--- config.mk ---
export PLATFORM = sky130hd
export DESIGN_NAME = rename_alloc_stage
export DESIGN_NICKNAME = d
export VERILOG_FILES = /design/src/rtl/rename_alloc_stage.sv
export SDC_FILE = /design/constraint.sdc
export NUM_CORES = 1
export LEC_CHECK = 0
export CAP_MARGIN = 20
export CORE_ASPECT_RATIO = 1.1
export CORE_UTILIZATION = 50
export DETAILED_ROUTE_END_ITERATION = 10
export GPL_ROUTABILITY_DRIVEN = 0
export GPL_TIMING_DRIVEN = 0
export PLACE_DENSITY = 0.64
export SYNTH_ARGS = -nofsm -noshare
export SYNTH_HDL_FRONTEND = slang
export SYNTH_SLANG_ARGS = --single-unit
--- constraint.sdc ---
create_clock -name clk -period 7.7 [get_ports clk]
set_clock_uncertainty 0.1 [all_clocks]
set_input_delay 0.77 -clock clk [delete_from_list [all_inputs] [get_ports clk]]
set_output_delay 0.77 -clock clk [all_outputs]
set_load 0.01 [all_outputs]
--- src/rtl/rename_alloc_stage.sv ---
// Decode-to-rename stage: allocates up to WIDTH physical registers per group from a
// circular free list, takes back retired registers, and rewinds on branch shootdown.
module rename_alloc_stage #(
  parameter int WIDTH             = 2,
  parameter int NUM_PREGS         = 64,
  parameter int NUM_AREGS         = 32,
  parameter int MAX_PREDICT_DEPTH = 4,
  localparam int D  = NUM_PREGS - NUM_AREGS,
  localparam int PB = $clog2(NUM_PREGS),
  localparam int TB = (MAX_PREDICT_DEPTH > 1) ? $clog2(MAX_PREDICT_DEPTH) : 1,
  localparam int DB = $clog2(D),
  localparam int PW = DB + 1
) (
  input  logic                  clk,
  input  logic                  reset,
  input  logic                  in_valid,
  output logic                  in_ready,
  input  logic [WIDTH-1:0]      in_need,
  input  logic                  in_ckpt,
  input  logic [TB-1:0]         in_ckpt_tag,
  output logic                  out_valid,
  input  logic                  out_ready,
  output logic [WIDTH*PB-1:0]   out_preg,
  output logic [WIDTH-1:0]      out_preg_valid,
  input  logic [WIDTH-1:0]      free_valid,
  input  logic [WIDTH*PB-1:0]   free_preg,
  input  logic                  shootdown,
  input  logic [TB-1:0]         shootdown_tag,
  output logic [PW-1:0]         num_free
);

  logic [PB-1:0]                fifo_q [D];
  logic [PW-1:0]                head_q, head_d, tail_q, tail_d;
  logic [PW-1:0]                num_free_q, num_free_d;
  logic [MAX_PREDICT_DEPTH-1:0] ckpt_valid_q;
  logic [PW-1:0]                ckpt_head_q [MAX_PREDICT_DEPTH];
  logic                         out_valid_q;
  logic [WIDTH*PB-1:0]          out_preg_q;
  logic [WIDTH-1:0]             out_pv_q;

  logic [PW-1:0]                n_alloc, n_free;
  logic [PW-1:0]                alloc_ptr [WIDTH];
  logic [PW-1:0]                free_ptr  [WIDTH];
  logic [WIDTH*PB-1:0]          alloc_preg;
  logic                         accept, sd_hit;

  // Number of set bits of v strictly below lane lim (lim = WIDTH gives the full count).
  function automatic logic [PW-1:0] popcnt_below(input logic [WIDTH-1:0] v, input int lim);
    logic [PW-1:0] c;
    c = '0;
    for (int i = 0; i < WIDTH; i++)
      if (i < lim && v[i]) c = c + PW'(1);
    return c;
  endfunction

  always_comb begin
    n_alloc    = popcnt_below(in_need, WIDTH);
    n_free     = popcnt_below(free_valid, WIDTH);
    in_ready   = !shootdown && (!out_valid_q || out_ready) && (num_free_q >= n_alloc);
    accept     = in_valid && in_ready;
    sd_hit     = shootdown && ckpt_valid_q[shootdown_tag];
    alloc_preg = '0;
    for (int i = 0; i < WIDTH; i++) begin
      alloc_ptr[i] = head_q + popcnt_below(in_need, i);
      free_ptr[i]  = tail_q + popcnt_below(free_valid, i);
      if (in_need[i]) alloc_preg[i*PB +: PB] = fifo_q[alloc_ptr[i][DB-1:0]];
    end

    if (sd_hit)      head_d = ckpt_head_q[shootdown_tag];
    else if (accept) head_d = head_q + n_alloc;
    else             head_d = head_q;
    tail_d     = tail_q + n_free;
    num_free_d = tail_d - head_d;
  end

  always_ff @(posedge clk) begin
    if (reset) begin
      for (int k = 0; k < D; k++) fifo_q[k] <= PB'(NUM_AREGS + k);
      head_q       <= '0;
      tail_q       <= PW'(D);
      num_free_q   <= PW'(D);
      ckpt_valid_q <= '0;
      for (int t = 0; t < MAX_PREDICT_DEPTH; t++) ckpt_head_q[t] <= '0;
      out_valid_q  <= 1'b0;
      out_preg_q   <= '0;
      out_pv_q     <= '0;
    end else begin
      for (int i = 0; i < WIDTH; i++)
        if (free_valid[i]) fifo_q[free_ptr[i][DB-1:0]] <= free_preg[i*PB +: PB];
      head_q     <= head_d;
      tail_q     <= tail_d;
      num_free_q <= num_free_d;

      // accept implies !shootdown, so checkpoint write and invalidate never collide
      if (accept && in_ckpt) begin
        ckpt_head_q[in_ckpt_tag]  <= head_q + n_alloc;
        ckpt_valid_q[in_ckpt_tag] <= 1'b1;
      end else if (sd_hit) begin
        ckpt_valid_q[shootdown_tag] <= 1'b0;
      end

      if (accept) begin
        out_valid_q <= 1'b1;
        out_preg_q  <= alloc_preg;
        out_pv_q    <= in_need;
      end else if (shootdown || out_ready) begin
        out_valid_q <= 1'b0;
      end
    end
  end

  always_ff @(posedge clk) begin
    if (!reset)
      assert (int'(num_free_q) + int'(n_free) - (accept ? int'(n_alloc) : 0) <= D)
        else $error("free list overflow: more registers returned than the list holds");
  end

  assign out_valid      = out_valid_q;
  assign out_preg       = out_preg_q;
  assign out_preg_valid = out_pv_q;
  assign num_free       = num_free_q;

endmodule

==> results.py <==
metrics = {
    "sta": {
        "rsz0062_at_grt": "no",
        "setup_tns_ns": 0,
        "min_period_over_period_pct": 63.00,
        "tightest_slew_ns": 1.126,
        "hold_viol_final": 0,
        "fin_crit_ns": 4.851,
        "max_freq_mhz": 206.1,
        "hold_slack_ns": 0.3479,
        "maxSlewViolCount": 0,
        "slew_headroom_pct": 24.74,
        "finalSetupViolCount": 0,
    },
    "drt": {
        "drt-total-wl_um": 53110,
        "vias_per_cell": 6.607,
        "firstDrtPassIters": 7,
        "drc": 0,
        "ant_nets": 0,
        "via_count": 12804,
        "wl_per_cell_um": 27.40,
        "drt_iter0_markers": 1798,
    },
    "die": {
        "dieArea_um2": 31310,
        "start_util_pct": 51.33,
        "die_x_um": 168.8,
        "rows": 66,
        "fp.coreArea_um2": 29810,
        "die_y_um": 185.5,
        "io_pins": 48,
    },
    "synthesis": {
        "netlist_area_um2": 15300,
        "async_flop_share_pct": 0,
        "synth.avg_cell_area_um2": 10.65,
        "synthDistinctLibCells": 56,
        "syn-num-nets": 1483,
        "synth-seq-cells": 253,
        "synth_warnings": 0,
        "synth-edff-count": 216,
        "ys_seq_area_share_pct": 47.23,
        "ys.flop_type": "edfxtp_1",
        "syn-instance-count": 1437,
    },
    "critical_path": {
        "path_delay_family": "simple AND/OR/NAND/NOR gates",
        "worstSetupPathType": "in -> reg",
        "cp.arrival_ns": 5.18,
        "crit_path_cell_trace": "clkdlybuf4s50_1, ha_1, ha_1, or2b_2, a211oi_4, nor4b_2, mux2i_1, mux2i_1, ha_1, nor2b_1, o31a_1, o21a_1, or3_1, a21oi_1, mux2i_1",
        "cp_data_required_time_ns": 8.03,
        "slowest_delay_ns": 0.95,
        "crit_slowest_cell": "nor4b_2",
        "start_kind": "input port",
        "crit_buf_inv": 1,
        "critical_path.max_fanout": 9,
        "critPathCaptureType": "flop",
    },
    "clock_tree": {
        "cts.sinks": 253,
        "cts-root-buf": "clkbuf_16",
        "htreeDepth": 1,
        "cts_tree": "built",
        "clk_pin_slew_ns": 0.06,
        "cts_inserted_buffers": 28,
        "cts.path.max_buffers": 3,
        "cts_setup_buffers": 0,
        "cts_resized": 0,
        "insertion_delay_ns": 0.56,
        "cts_hold_buf": 0,
    },
    "global_route": {
        "first_global_vias": 11772,
        "antenna_found_initial": 2,
        "gr-total-overflow": 0,
        "grt_max_degree": 14,
        "grt.total_usage_pct": 34.35,
        "grt_pass1_wl_um": 76720,
    },
    "power": {
        "p_per_area_nw_per_um2": 214.1,
        "leakage_nw": 5.257,
        "ir_drop_v": 0.0001998,
    },
    "cells_and_area": {
        "fin_nets": 1554,
        "diodes": 0,
        "syn2layout_area_growth_pct": 12.63,
        "final_cell_mix": "edfxtp_1 (216), nand2_1 (191), nor2_1 (179)",
        "drive_gt1_share_pct": 13.86,
        "layout_commonest_cell": "edfxtp_1",
    },
    "min_path": {
        "hold_path_class": "reg -> reg",
    },
    "run_status": {
        "status": "finished clean",
    },
    "place": {
        "dp.final_hpwl_um": 39550,
        "port_buffers": 40,
    },
    "flow_run": {
        "maxCapViolCount": 0,
    },
}
[layout make-up]
cell class | count | area (um^2)
inverter | 21 | 78.83
clock buffer | 33 | 740.7
buffer | 122 | 521.8
clock inverter | 19 | 274.0
tap | 408 | 510.5
multi-input combinational | 1041 | 7475
sequential | 253 | 7227
fill | 2482 | 12580
timing repair buffer | 41 | 407.9
[cells in the mapped netlist, types with 17 or more instances]
cell	instances	area share [%]
edfxtp_1	216	42
nand2_1	191	4.7
nor2_1	179	4.4
mux4_2	109	16
a21oi_1	86	2.8
nand3_1	81	2.6
clkbuf_1	80	2.0
o21ai_0	76	2.5
nor3_1	58	1.9
dfxtp_1	37	4.8
mux2i_1	30	2.0
buf_2	29	0.95
a31oi_1	28	1.1
or3_1	21	0.86
inv_1	18	0.44
o31ai_1	18	0.88
ha_1	17	1.4
nand2b_1	17	0.69
nor2b_1	17	0.69
[final timing paths]
kind | start | to | slack, ns | depth (start not counted)
hold / removal | out_preg[9] | out_preg[9] | 0.35 | 2
setup reg to reg | head_q[1] | num_free[5] | 2.96 | 14
setup / recovery | in_need[0] | num_free[5] | 2.85 | 15
hold reg to reg | out_preg[9] | out_preg[9] | 0.35 | 2
[layer usage]
layer	track usage, %	routed length [um]
met1	43.52	19140
met2	52.63	23590
met3	8.059	6418
met4	23.42	3953
met5	0	12
[worst min-delay path, stage by stage (launching register included)]
cell,delay (ns)
dfxtp_1,0.32
nand2_1,0.04
o21ai_0,0.05
[power by group]
part	total [mW]	internal (mW)	leakage, nW	switching [mW]
Sequential	1.57	1.54	2.14	0.0320
Combinational	0.625	0.243	2.63	0.382
Clock	1.50	0.920	0.488	0.577
[metrics by stage]
step	utilization, %	instances	cell area (um^2)	power, mW	setup WS, ns
after CTS	57.82	1938	17240	3.673	2.891
after global placement	54.39	1885	16210	2.198	2.316
after detailed placement	54.41	1886	16220	2.205	2.343
after global routing	57.82	1938	17240	3.781	2.697
final	57.82	1938	17240	3.691	2.849
after floorplan	-	1437	15300	1.978	3.606
[flip-flops by register name, indices dropped and copies added (netlist names)]
name	flops
ckpt_head_q	24
ckpt_valid_q	4
fifo_q	192
head_q	6
num_free	6
out_preg	12
out_preg_valid	2
out_valid	1
tail_q	6
[cells by family after synthesis]
| group | after synthesis | share of synthesized area (%) |
|---|---|---|
| simple gates | 615 | 18.27 |
| flops | 253 | 47.23 |
| compound gates | 238 | 8.953 |
| mux | 150 | 18.81 |
| buf+inv | 143 | 3.925 |
| fa+ha+maj | 20 | 1.782 |
| xor+xnor | 18 | 1.030 |
Power figures use the tool's default switching activity.
